===== src/rtl/if_pkg.sv =====
// Shared definitions for the instruction-fetch slice: FSM state encoding,
// sequential PC increment and the default fetch address after reset.
// No logic lives here; if_fetch and its sub-modules import this package.
package if_pkg;

    // Fetch control states: settle after reset, issue request, await response.
    typedef enum logic [1:0] {
        S_IDLE = 2'd0,
        S_REQ  = 2'd1,
        S_WAIT = 2'd2
    } fetch_state_t;

    // Word-addressed memory: consecutive instructions are one address apart.
    localparam int unsigned PC_STEP = 1;

    // Default fetch address after reset.
    localparam logic [31:0] DEFAULT_RESET_PC = 32'h0000_0000;

endpackage


===== src/rtl/if_out_reg.sv =====
// One-entry {pc, instr} holding register between fetch and decode.
// Latency: a capture is visible on valid/pc/instr the cycle after it is presented.
// Backpressure: holds its entry while ready is low; flush beats capture beats drain.
module if_out_reg #(
    parameter int ADDR_W = 32,
    parameter int DATA_W = 32
) (
    input  logic              clk,
    input  logic              reset,
    input  logic              capture,
    input  logic [ADDR_W-1:0] cap_pc,
    input  logic [DATA_W-1:0] cap_instr,
    input  logic              flush,
    input  logic              ready,
    output logic              valid,
    output logic [ADDR_W-1:0] pc,
    output logic [DATA_W-1:0] instr
);

    // Flush discards the entry; a capture in the same cycle as a drain refills it.
    always_ff @(posedge clk or negedge reset) begin
        if (!reset) begin
            valid <= 1'b0;
            pc    <= '0;
            instr <= '0;
        end else if (flush) begin
            valid <= 1'b0;
        end else if (capture) begin
            valid <= 1'b1;
            pc    <= cap_pc;
            instr <= cap_instr;
        end else if (valid && ready) begin
            valid <= 1'b0;
        end
    end

endmodule


===== src/rtl/if_fetch.sv =====
// Instruction fetch: owns the PC, issues one word read at a time, hands {pc, instr} to decode.
// Latency: first request 1 cycle after IDLE; instruction valid the cycle after imem_rvalid.
// Backpressure: no request while the output register is full and not draining; optional
// performance counters are added by defining IF_FETCH_PERF_EN.
module if_fetch
    import if_pkg::*;
#(
    parameter int                ADDR_W   = 32,
    parameter int                DATA_W   = 32,
    parameter logic [ADDR_W-1:0] RESET_PC = ADDR_W'(DEFAULT_RESET_PC)
) (
    input  logic              clk,
    input  logic              reset,
    input  logic              redirect_valid,
    input  logic [ADDR_W-1:0] redirect_pc,
    output logic              imem_req,
    output logic [ADDR_W-1:0] imem_addr,
    input  logic              imem_gnt,
    input  logic              imem_rvalid,
    input  logic [DATA_W-1:0] imem_rdata,
    output logic              id_valid,
    input  logic              id_ready,
    output logic [ADDR_W-1:0] id_pc,
    output logic [DATA_W-1:0] id_instr,
`ifdef IF_FETCH_PERF_EN
    output logic [ADDR_W-1:0] pc_next,
    output logic [31:0]       perf_fetched,
    output logic [31:0]       perf_flushed
`else
    output logic [ADDR_W-1:0] pc_next
`endif
);

    fetch_state_t      state;
    logic [ADDR_W-1:0] pc;
    logic              drop;
    logic              fire;
    logic              capture;

    // The request depends on this cycle's id_ready, so it is decoded from the
    // registered state rather than registered itself.
    assign imem_req  = (state == S_REQ) && (!id_valid || id_ready);
    assign imem_addr = pc;
    assign pc_next   = pc + ADDR_W'(PC_STEP);
    assign fire      = imem_req && imem_gnt;

    // A response is kept only if it was not orphaned by an earlier redirect
    // and no redirect arrives alongside it.
    assign capture   = (state == S_WAIT) && imem_rvalid && !drop && !redirect_valid;

    // Fetch FSM and PC: a redirect overrides the normal sequencing and marks any
    // request still in flight so its response is thrown away.
    always_ff @(posedge clk or negedge reset) begin
        if (!reset) begin
            state <= S_IDLE;
            pc    <= RESET_PC;
            drop  <= 1'b0;
        end else if (redirect_valid) begin
            pc <= redirect_pc;
            if (((state == S_WAIT) && !imem_rvalid) || fire) begin
                state <= S_WAIT;
                drop  <= 1'b1;
            end else begin
                // IDLE, ungranted REQ, or the in-flight response arrives now.
                state <= S_REQ;
                drop  <= 1'b0;
            end
        end else begin
            case (state)
                S_IDLE: state <= S_REQ;
                S_REQ: begin
                    if (fire) begin
                        state <= S_WAIT;
                    end
                end
                S_WAIT: begin
                    if (imem_rvalid) begin
                        if (!drop) begin
                            pc <= pc_next;
                        end
                        drop  <= 1'b0;
                        state <= S_REQ;
                    end
                end
                default: state <= S_IDLE;
            endcase
        end
    end

    if_out_reg #(
        .ADDR_W (ADDR_W),
        .DATA_W (DATA_W)
    ) u_out_reg (
        .clk       (clk),
        .reset     (reset),
        .capture   (capture),
        .cap_pc    (pc),
        .cap_instr (imem_rdata),
        .flush     (redirect_valid),
        .ready     (id_ready),
        .valid     (id_valid),
        .pc        (id_pc),
        .instr     (id_instr)
    );

`ifdef IF_FETCH_PERF_EN
    // Free-running event counters: delivered instructions and redirects.
    always_ff @(posedge clk or negedge reset) begin
        if (!reset) begin
            perf_fetched <= '0;
            perf_flushed <= '0;
        end else begin
            if (id_valid && id_ready) begin
                perf_fetched <= perf_fetched + 32'd1;
            end
            if (redirect_valid) begin
                perf_flushed <= perf_flushed + 32'd1;
            end
        end
    end
`endif

endmodule


===== config.mk =====
export PLATFORM = sky130hd
export DESIGN_NAME = if_fetch
export DESIGN_NICKNAME = d
export VERILOG_FILES = /design/src/rtl/if_pkg.sv /design/src/rtl/if_out_reg.sv /design/src/rtl/if_fetch.sv
export SDC_FILE = /design/constraint.sdc
export NUM_CORES = 1
export LEC_CHECK = 0
export CORE_ASPECT_RATIO = 0.75
export CORE_MARGIN = 2
export CORE_UTILIZATION = 44
export DETAILED_ROUTE_END_ITERATION = 8
export PLACE_DENSITY_LB_ADDON = 0.1
export SYNTH_ARGS = -nofsm -noshare
export SYNTH_HDL_FRONTEND = slang
export SYNTH_SLANG_ARGS = --single-unit
export TNS_END_PERCENT = 20

===== constraint.sdc =====
create_clock -name clk -period 2.2 [get_ports clk]
set_input_delay 0.44 -clock clk [delete_from_list [all_inputs] [get_ports clk]]
set_output_delay 0.44 -clock clk [all_outputs]
set_load 0.05 [all_outputs]

# Word level (Yosys, flattened, before mapping)
# Cells that the tools add are included.
[totals]
reg_bits = 100
input_bits = 70
out_inout_bits = 130
elab_cells = 50
[op_classes]
add_sub_neg = 1
n_eq_ne = 5
n_mux = 16
bitwise = 1
reduce_logical = 21
[ops]
columns = ["cell", "count"]
rows = [
  ["$mux 32", 4],
  ["$add 32x1->32 const B", 1],
  ["$mux 2", 4],
  ["$logic_and 1x1->1", 7],
  ["$mux 1", 7],
  ["$ne 3x3->1 const B", 2],
  ["$pmux 2 s3", 1],
  ["$reduce_and 2->1", 3],
  ["$logic_not 1->1", 4],
  ["$reduce_bool 2->1", 2],
  ["$reduce_and 3->1", 1],
  ["$reduce_bool 3->1", 1],
  ["$eq 2x1->1 const B", 1],
  ["$eq 2x2->1 const B", 1],
  ["$logic_not 2->1", 1],
  ["$logic_or 1x1->1", 2],
  ["$ne 2x2->1 const B", 1],
  ["$not 1->1", 1],
]

# Depth between registers and ports, before layout
[logic_depth]
depth_word = 7
mapped_depth = 7
mapped_depth_nobuf = 6

# Hierarchy
# Synthesis repeated with hierarchy kept, for this count alone.
[unflattened]
hier_cells = 470
hier_area_um2 = 5400.2
[by_module_without_submodules]
columns = ["mod", "n_inst", "cells_per_inst", "area_per_inst_um2", "seq_area_each_um2"]
rows = [
  ["if_out_reg", 1, 140, 2741.4, 1626.6],
  ["if_fetch", 1, 330, 2658.8, 875.8],
]

# Least setup slack after synthesis
# Ideal clock, no wire load.
[synth_timing]
path_type = "register to output"
startpoint = "register pc[1], in the netlist imem_addr[1]"
endpoint = "output pc_next[24]"
arrival_ps = 2693
required_time_ps = 1760
slack_ps = -933
stages_incl_launch_ff = 7
path_buffers = 0
cell_sequence = "dfrtp_1 -> ha_1 -> nand3_4 -> nor3_4 -> and2_1 -> nand3_1 -> xnor2_1"
[synth_between]
elab_chain_len = 1
[synth_lines]
columns = ["element", "line", "text"]
rows = [
  ["start, declared", "if_fetch.sv:35", "logic [ADDR_W-1:0] pc;"],
  ["start signal, assigned", "if_fetch.sv:59", "pc <= redirect_pc;"],
  ["start signal, assigned", "if_fetch.sv:79", "pc <= pc_next;"],
  ["$add 32x1->32", "if_fetch.sv:44", "assign pc_next = pc + ADDR_W'(PC_STEP);"],
  ["end, declared", "if_fetch.sv:30", "output logic [ADDR_W-1:0] pc_next"],
]
# No other way between the ends.

# Worst setup path after layout
[layout_timing]
startpoint = "register pc[0], in the netlist imem_addr[0]"
endpoint = "output pc_next[30]"
# The elaborated chain is that of the path after synthesis.

==> out/metrics.sh <==
CTS.CLK_SLEW.WORST_PATHS_NS=0.07
NETLIST_INSTANCES=549
CLOCKPOWERSHARE_PCT=17.7
FRACTION_OF_LAYOUT_CELLS_WITH_A_SIZE_SUFFIX_ABOVE_1_PCT=26.7
P_INT_uW=5300
SYNTH.YOSYS.WARNINGS=0
VIASPERCELL=5.08
ARRIVAL_NS=1.99
FINAL_HOLD_VIOL_COUNT=0
MAX_SLEW_MARGIN_PCT=56.8
SYNTH.AREA.TOP_CELLS='dfrtp_1 (51%), nand2_1 (16%), xnor2_1 (5.7%)'
WORST_CLOCK_SKEW_NS=0.00967
NUMBER_OF_CLOCK_BUFFERS_INSERTED_BY_TRITONCTS=9
TIMING.FINAL.CRIT_SHARE_PCT=110
CRIT_PATH_MAX_INCR_DELAY_NS=0.40
DETAILEDROUTE.FIRSTITERATIONVIOLATIONS=278
CTS_HOLD_REPAIR.BUFFERS=0
P_LEAK_uW=0.00396
TOTAL_SWITCHING_POWER_uW=4390
SETUP_VIOLATIONS=25
CTS-HTREE-LEVELS=3
WORSTSETUPPATHTYPE='reg -> out'
FLOORPLAN.IO_PINS=200
SYN_AREA_PER_CELL_SQ_UM=8.93
TOTALNEGATIVESETUPSLACK_NS=-3.61
DRCVIOLATIONCOUNT=0
STATUS='finished with violations'
CLK-INSERTION-DELAY-LATE_NS=0.35
START_UTIL_PCT=45.0
DRV.MAX_CAP_VIOLATION_COUNT=0
VERTICAL_EXTENT_OF_THE_DIE_UM=95.4
CRIT_PATH_MAX_FANOUT=4
CTS_TREE='yes'
POST-ROUTE-MIN-PERIOD_NS=2.43
CRIT_REQUIRED_NS=1.76
ESTIMATED_WIRELENGTH_OF_THE_DETAIL_PLACED_DESIGN_UM=11100
CHIPWIDTH_UM=126
GR-TOTAL-OVERFLOW=0
SYNTHDOMINANTCELLAREASHARE_PCT=51.0
FINALWORSTSETUPSLACK_NS=-0.230
POWER.IR.VDD_WORST_uV=933
CRITICAL_PATH.CELL_CHAIN='ha_4 > nand3_4 > nor3_4 > buf_6 > nand4_1 > xnor2_2 > buf_12'
LAYOUT.CELLS.MOST_COMMON='nand2_1'
SEQUENTIALPOWERSHARE_PCT=29.0
FINAL_DESIGN_AREA_NO_FILL_SQ_MM=0.00856
NUM_ROWS=33
POSTSYNTHREGISTERBITS=100
FINISH.UTILIZATION_PCT=78.5
YS_TYPES=38
DETAIL_ROUTE.WL_PER_CELL_UM=16.7
PORT_BUFFERS=199
WORST_HOLD_PATH_TYPE='in -> async'
FILLER_CELL_COUNT=701
SYNTH_AREA_LEADER_CELL='dfrtp_1'
DESIGN.CORE.AREA_SQ_MM=0.0109
CTS.SINK_COUNT=100
FAILING_CHECKS='setup timing'
MAXIMUM_NUMBER_OF_PINS_ON_ONE_NET_BEFORE_GLOBAL_ROUTE_REPAIR=67
DRT_WL_TOTAL_UM=15600
COMBINED_AREA_OF_ALL_SYNTHESIZED_CELLS_SQ_MM=0.00490
YS_DOMINANT_REG_CELL='dfrtp_1'
CRITICAL_PATH.SLOWEST_CELL='dfrtp_2'
N_ANTENNA_CELL=0
GRT_SETUP_UNREPAIRED='true'
PLACE_CONGESTION=0.906
PWR_DENSITY_CELL_mW_PER_MM2=1130
DETAILROUTE.VIA_COUNT=4754
FINAL-SEQ-AREA_SQ_MM=0.00253
GRT_PASS1_WL_UM=24600
CRITICAL_PATH_STARTPOINT_CATEGORY='register'
WORSTMARGINPINSLEW_NS=0.648
SYNTH.NET_COUNT=620
ASYNCSETRESETFLOPFRACSYNTH_PCT=100
DIE_AREA_SQ_MM=0.0120
POWER.SWITCHING_FRACTION_PCT=45.3
YS_SEQ_AREA_SHARE_PCT=51.0
PLACED_CELL_AREAS_SQ_MM=0.00792
CTS.PATH.MAX_BUFFERS=2
WHS_NS=0.0516
ANT_NETS=0
LOGIC_GATE_SHARE_OF_TOTAL_POWER_PCT=53.3
GRT_ANTENNA_BEFORE_REPAIR=0
LAYOUT.NETS=861
CLOCK_TREE.ROOT_CELL='clkbuf_16'
TIMING_MAX_TRANSITION_VIOLATIONS_FINAL=0
POWER_uW=9680
MOSTFREQUENTLAYOUTCELLS='nand2_1 (210), clkdlybuf4s50_1 (155), dfrtp_1 (75)'
FOOTPRINT_OF_THE_MULTI_INPUT_GATES_SQ_MM=0.00266
ACHIEVABLE-FREQUENCY_GHz=0.412
DETAIL_ROUTE.FIRST_PASS.ITERATIONS=5
AREA_GROWTH_PCT=74.6
FIRST_GLOBAL_VIAS=4768
GRTUSAGETOTAL_PCT=25.9
WORSTSETUPENDPOINTTYPE='output pin'
SYNTH_EDF_COUNT=0
worst paths after layout:
| kind | from | end | slack, ns | depth (start not counted) |
|---|---|---|---|---|
| worst max-delay path | imem_addr[0] | pc_next[30] | -0.23 | 7 |
| worst min-delay path | reset | u_out_reg.pc[14] | 0.05 | 1 |
| worst max register to register | imem_addr[4] | imem_addr[29] | 0.24 | 9 |
| worst min register to register | u_out_reg.pc[16] | u_out_reg.pc[16] | 0.47 | 2 |
| max in group asynchronous | reset | u_out_reg.instr[17] | 1.36 | 2 |
| min in group clk | u_out_reg.pc[16] | u_out_reg.pc[16] | 0.47 | 2 |
Yosys cell counts (4+ instances only):
cell / number
buf_1: 7
o21ai_1: 20
nand3_1: 20
xnor2_1: 32
dfrtp_1: 100
o21ai_0: 11
nor2_1: 18
mux2_2: 12
and3_1: 4
nand4_1: 12
clkbuf_1: 20
nand2_1: 215
xor2_1: 25
nor3_1: 5
buf_2: 11
layout make-up:
cell class / count / area share, %
tap: 140 / 2.05
clock inverter: 4 / 0.848
clock buffer: 12 / 2.88
sequential: 100 / 29.6
multi-input combinational: 407 / 31.1
timing repair buffer: 269 / 33.4
inverter: 3 / 0.132
power groups by stage:
stage,Combinational (uW),Sequential [uW],Clock [uW]
floorplan,1070,4920,0
global placement,5070,2810,0
detailed placement,5130,2840,0
CTS,5170,2810,1730
global route,5400,2890,1810
finish,5160,2810,1720
stage by stage:
stage               setup slack (ns)  std cells
finish                        -0.230        935
detailed placement            0.0321        900
global route                  -0.330        935
CTS                           -0.254        932
global placement              0.0884        900
floorplan                     -0.243        549
cells by family (layout without fill, tap and decap cells):
kind of cell    after synthesis  in the layout  synth area share [%]
buf+inv                      42            288                  3.65
compound gates               39             39                  4.44
mux                          13             13                  2.96
xor+xnor                     57             57                  10.2
fa+ha+maj                     1              1                 0.255
simple gates                297            297                  27.5
flops                       100            100                  51.0
repair_timing:
item,4_1_cts,5_1_grt
setup endpoints to repair,26,33
pin swaps,14,10
gates cloned,1,0
gates resized for setup,13,24
buffers inserted,15,3
worst max-delay path: cells and delay by family, from the launching register on:
kind | cells | cell delay [ns]
AND/OR/NAND/NOR | 3 | 0.51
flip-flops | 1 | 0.40
buffers and inverters | 2 | 0.32
XOR/XNOR | 1 | 0.24
adder cells (fa/ha/maj) | 1 | 0.15
flip-flops by register name, summed over array words and instances (netlist names):
signal and count:
u_out_reg.instr 32, drop 1, imem_addr 32, state 2
u_out_reg.pc 32, u_out_reg.valid 1
per-layer routing:
layer  global-route usage [%]  vias to the layer above  share of wire [%]
met4                     7.05                        0                1.3
met1                     34.5                     2306                 42
met2                     42.3                      188                 48
met3                     7.18                       19                7.8
met5                        0                        -                  0
li1                         -                     2241                  -
No activity file was read; power rests on OpenSTA's default activity.
